## src/rtl/rowseq_pkg.sv

```systemverilog
// Shared types and default sizing for the row event sequencer.
// Build option ROWSEQ_SYNC_EN (see sync_edge_det) does not affect this package.
package rowseq_pkg;

  typedef enum logic [1:0] {
    IDLE  = 2'd0,
    COUNT = 2'd1,
    HOLD  = 2'd2
  } rowseq_state_e;

  localparam int DEF_CNT_W = 9;
  localparam int DEF_NCH   = 2;

endpackage

```

## src/rtl/sync_edge_det.sv

```systemverilog
// Optional 2-flop synchroniser plus falling-edge strobe for an active-low sync input.
// Define ROWSEQ_SYNC_EN to insert the synchroniser; otherwise the input is taken as cp-synchronous.
module sync_edge_det (
  input  logic cp,
  input  logic mr_n,
  input  logic d_n,
  output logic fall
);

  logic sig;
  logic sig_valid;
  logic prev_q;
  logic armed_q;

`ifdef ROWSEQ_SYNC_EN
  logic s1_q, s2_q;
  logic v1_q, v2_q;

  // v1/v2 mark when s2 holds a real sample rather than its reset value
  always_ff @(posedge cp or negedge mr_n) begin
    if (!mr_n) begin
      s1_q <= 1'b1;
      s2_q <= 1'b1;
      v1_q <= 1'b0;
      v2_q <= 1'b0;
    end else begin
      s1_q <= d_n;
      s2_q <= s1_q;
      v1_q <= 1'b1;
      v2_q <= v1_q;
    end
  end

  assign sig       = s2_q;
  assign sig_valid = v2_q;
`else
  assign sig       = d_n;
  assign sig_valid = 1'b1;
`endif

  // Arming only after a genuine high sample stops a held-low input at reset release from strobing
  always_ff @(posedge cp or negedge mr_n) begin
    if (!mr_n) begin
      prev_q  <= 1'b1;
      armed_q <= 1'b0;
    end else begin
      prev_q  <= sig;
      armed_q <= armed_q | (sig_valid & sig);
    end
  end

  assign fall = armed_q & prev_q & ~sig;

endmodule

```

## src/rtl/row_event_sequencer.sv

```systemverilog
// Row counter driven by hs/fs sync edges with per-channel one-shot row-match pulses.
// Define ROWSEQ_SYNC_EN to synchronise hs_n/fs_n (3-edge latency instead of 1).
//
//   state | meaning
//   IDLE  | waiting for the first field sync after reset
//   COUNT | counting hs falls, compare channels armed
//   HOLD  | row saturated, waiting for next field sync
module row_event_sequencer
  import rowseq_pkg::*;
#(
  parameter int CNT_W = DEF_CNT_W,
  parameter int NCH   = DEF_NCH
) (
  input  logic                 cp,
  input  logic                 mr_n,
  input  logic                 hs_n,
  input  logic                 fs_n,
  input  logic [NCH*CNT_W-1:0] cmp,
  output logic [NCH-1:0]       q,
  output logic [CNT_W-1:0]     row,
  output logic                 active,
  output logic                 ovf
);

  logic hs_fall;
  logic fs_fall;

  rowseq_state_e        state_q, state_d;
  logic [CNT_W-1:0]     row_q, row_d;
  logic                 ovf_q, ovf_d;
  logic [NCH*CNT_W-1:0] cmp_l_q, cmp_l_d;
  logic [NCH-1:0]       fired_q, fired_d;
  logic [NCH-1:0]       q_q, q_d;
  logic                 row_upd;
  logic                 new_field;

  sync_edge_det u_hs (
    .cp   (cp),
    .mr_n (mr_n),
    .d_n  (hs_n),
    .fall (hs_fall)
  );

  sync_edge_det u_fs (
    .cp   (cp),
    .mr_n (mr_n),
    .d_n  (fs_n),
    .fall (fs_fall)
  );

  // fs_fall wins over a coincident hs_fall, so hs is only looked at in the else branch
  always_comb begin
    state_d   = state_q;
    row_d     = row_q;
    ovf_d     = ovf_q;
    cmp_l_d   = cmp_l_q;
    row_upd   = 1'b0;
    new_field = 1'b0;
    if (fs_fall) begin
      state_d   = COUNT;
      row_d     = '0;
      ovf_d     = 1'b0;
      cmp_l_d   = cmp;
      row_upd   = 1'b1;
      new_field = 1'b1;
    end else begin
      case (state_q)
        IDLE: ;
        COUNT: begin
          if (hs_fall) begin
            if (&row_q) begin
              ovf_d   = 1'b1;
              state_d = HOLD;
            end else begin
              row_d   = row_q + CNT_W'(1);
              row_upd = 1'b1;
            end
          end
        end
        HOLD: ;
        default: state_d = IDLE;
      endcase
    end
  end

  for (genvar i = 0; i < NCH; i++) begin : g_ch
    logic hit;
    assign hit        = row_upd & (row_d == cmp_l_d[i*CNT_W +: CNT_W]) & (new_field | ~fired_q[i]);
    assign q_d[i]     = hit;
    assign fired_d[i] = new_field ? hit : (fired_q[i] | hit);
  end

  always_ff @(posedge cp or negedge mr_n) begin
    if (!mr_n) begin
      state_q <= IDLE;
      row_q   <= '0;
      ovf_q   <= 1'b0;
      cmp_l_q <= '0;
      fired_q <= '0;
      q_q     <= '0;
    end else begin
      state_q <= state_d;
      row_q   <= row_d;
      ovf_q   <= ovf_d;
      cmp_l_q <= cmp_l_d;
      fired_q <= fired_d;
      q_q     <= q_d;
    end
  end

  assign q      = q_q;
  assign row    = row_q;
  assign active = (state_q == COUNT);
  assign ovf    = ovf_q;

endmodule

```

## config.mk

```make
export PLATFORM = sky130hd
export DESIGN_NAME = row_event_sequencer
export DESIGN_NICKNAME = d
export VERILOG_FILES = /design/src/rtl/rowseq_pkg.sv /design/src/rtl/sync_edge_det.sv /design/src/rtl/row_event_sequencer.sv
export SDC_FILE = /design/constraint.sdc
export NUM_CORES = 1
export LEC_CHECK = 0
export CORE_MARGIN = 2
export CORE_UTILIZATION = 56
export CTS_CLUSTER_DIAMETER = 30
export DETAILED_ROUTE_END_ITERATION = 16
export PLACE_DENSITY = 0.85
export SLEW_MARGIN = 20
export SYNTH_ARGS = -nofsm -noshare
export SYNTH_HDL_FRONTEND = slang
export SYNTH_SLANG_ARGS = --single-unit
```

## constraint.sdc

```tcl
create_clock -name cp -period 5.84 [get_ports cp]
set_clock_uncertainty 0.1 [all_clocks]
set_input_delay 1.46 -clock cp [delete_from_list [all_inputs] [get_ports cp]]
set_output_delay 1.46 -clock cp [all_outputs]
set_load 0.03 [all_outputs]
```

==> metrics.yaml <==
clk_latency_ns: 0.34
worst-r2r-cell-count: 7
syn2layout_area_growth_pct: 21.7
first_pass_iters: 4
cts_tree: "yes"
clk_path_buf_depth: 2
wl_per_cell_um: 16.3
die_h_um: 63.5
crit_arrival_ns: 4.18
cts-htree-levels: 2
holdPathStages: 1
row_count: 21
dpl.hpwl_mm: 3.24
design.portCount: 35
grt_pass1_wl_mm: 7.41
cp_cell_sequence: "clkdlybuf4s50_1 -> nand3b_1 -> buf_4 -> mux2_2 -> xor2_1 -> a2111o_1 -> nor4b_1"
gr-usage-all-layers: 0.241
synth.top_cell.area_share: 0.454
ctsHoldBuffers: 0
clkTransAtPathRegs_ns: 0.10
start_util: 0.590
max_slew_margin: 0.382
cts-resized-gates: 0
setup_violations: 0
layout_setup_ws_ns: 1.80
drtIter0Drc: 106
slew_viol_final: 0
fin_area_mm2: 0.00241
tightest_slew_ns: 0.924
ys_seq_elements: 38
fin_util: 0.718
cts-root-buf: "clkbuf_4"
netlist_area_mm2: 0.00198
diodes: 0
viasPerCell: 5.77
gp_congestion: 0.948
antenna_found_initial: 0
clock-sinks: 38
fin_crit_ns: 4.04
max_stage_delay_ns: 0.71
synth_area_per_cell_um2: 10.9
grt_max_degree: 39
max_freq_ghz: 0.248
p_sw_mw: 0.154
period_share: 0.692
synth_ff_type: "dfrtp_1"
synth_edf_count: 0
drt_wl_total_mm: 4.31
die_area_mm2: 0.00403
p_per_area_mw_per_mm2: 225
path_delay_family: "simple AND/OR/NAND/NOR gates"
pwr-share-seq: 0.553
finalPower_mw: 0.544
synthesis.nets: 205
yosys-top-cells-count: "dfrtp_1 (36), nand2_1 (28), mux2_2 (13), nor2_1 (11), xnor2_1 (9)"
cpMaxStageDelayCell: "nand3b_1"
port_buffers: 34
irDropWorstVdd_uv: 187
grt_pass1_vias: 1540
coreArea_mm2: 0.00336
endpoint_kind: "register"
pwr-share-comb: 0.212
leakagePower_nw: 1.02
path_class: "input port to register"
postCtsSetupBuffers: 0
path_max_fanout: 25
maxCapViolations: 0
synthMostInstantiatedCell: "dfrtp_1"
yosys-top-cells-area: "dfrtp_1 (45%), mux2_2 (7.4%), nand2_1 (5.3%)"
vias: 1529
synth.yosys.seq_area_share: 0.481
critPathBufInv: 2
yosysTopAreaCell: "dfrtp_1"
pwr-share-clk: 0.235
ys_warn_count: 0
drive_gt1_frac: 0.146
hold_path_class: "register to register"
placed_area_mm2: 0.00237
drc: 0
crit_required_ns: 5.98
die_x_um: 63.5
postSynthCellCount: 182
gr-total-overflow: 0
synth_async_sr_flop_share: 1.00
internal_power_mw: 0.389
start_kind: "input port"
numCtsBuffers: 5
status: "finished, final reports clean"
rsz0062_at_grt: "no"
final_nets: 242
swShare: 0.284
crit_cells: 7
ys_types: 49
hold_viol: 0
final_antenna_net_count: 0
setup_tns_ns: 0
pre_cts_ws_ns: 1.40
==> layer usage <==
metal / wire length, um / global-route usage
met5: 0 / 0
met1: 1760 / 0.305
met2: 2170 / 0.400
met4: 95 / 0.0870
met3: 285 / 0.0589
==> path summary, 6_finish.rpt <==
check,startpoint,endpoint,slack [ns]
max,fs_n,q[0],1.80
min,fired_q[1],q[1],0.38
max reg2reg,row[0],q[1],2.90
min reg2reg,fired_q[1],q[1],0.38
min in group asynchronous,mr_n,cmp_l_q[11],1.43
max in group asynchronous,mr_n,u_hs.prev_q,3.86
==> power groups by stage <==
stage	clock [mW]	sequential [mW]	combinational, mW
5_1_grt	0.146	0.304	0.125
3_5_place_dp	0	0.306	0.116
4_1_cts	0.133	0.301	0.116
2_1_floorplan	0	0.309	0.0675
3_3_place_gp	0	0.304	0.112
6_report	0.128	0.301	0.115
==> registers in the layout, summed over array words and instances, names as in the netlist <==
register      count
q                 2
row               9
fired_q           2
u_hs.prev_q       1
state_q           2
ovf               1
u_fs.armed_q      1
cmp_l_q          18
u_fs.prev_q       1
u_hs.armed_q      1
==> layout by cell type (no fill, tap or decap), types with 4 or more instances in the layout <==
cell type,count
clkdlybuf4s50_1,34
nand2_1,28
xnor2_1,9
dfrtp_1,36
inv_1,4
nor2_1,11
xor2_1,5
clkbuf_4,5
mux2i_1,4
mux2_2,13
nor4_1,4
==> worst register-to-register path: stages (launching register included) <==
cell,delay [ns]
dfrtp_1,0.49
ha_1,0.26
nand4_1,0.27
o211ai_2,0.35
mux2i_1,0.42
xor2_1,0.12
or4_4,0.55
a2111oi_2,0.28
==> stage by stage <==
step	hold slack, ns	cells
final	0.380	265
after global placement	0.348	258
after floorplan	0.335	182
after CTS	0.382	265
after detailed placement	0.368	258
after global routing	0.401	265
==> cells by family after synthesis <==
group,synth area share
buffers and inverters,0.0233
and+or+nand+nor,0.199
adders and majority gates,0.00631
muxes,0.0940
xor gates and xnor gates,0.0852
DFF,0.481
AOI/OAI and AO/OA,0.111
==> layout make-up <==
cell class	count	area [um2]
clock buffers	7	45.0
inverters	5	18.8
fillers	262	950
well taps	46	57.6
flip-flops and latches	38	953
repair buffers	36	355
multi-input cells	133	983
(Power assumes the default switching activity.)
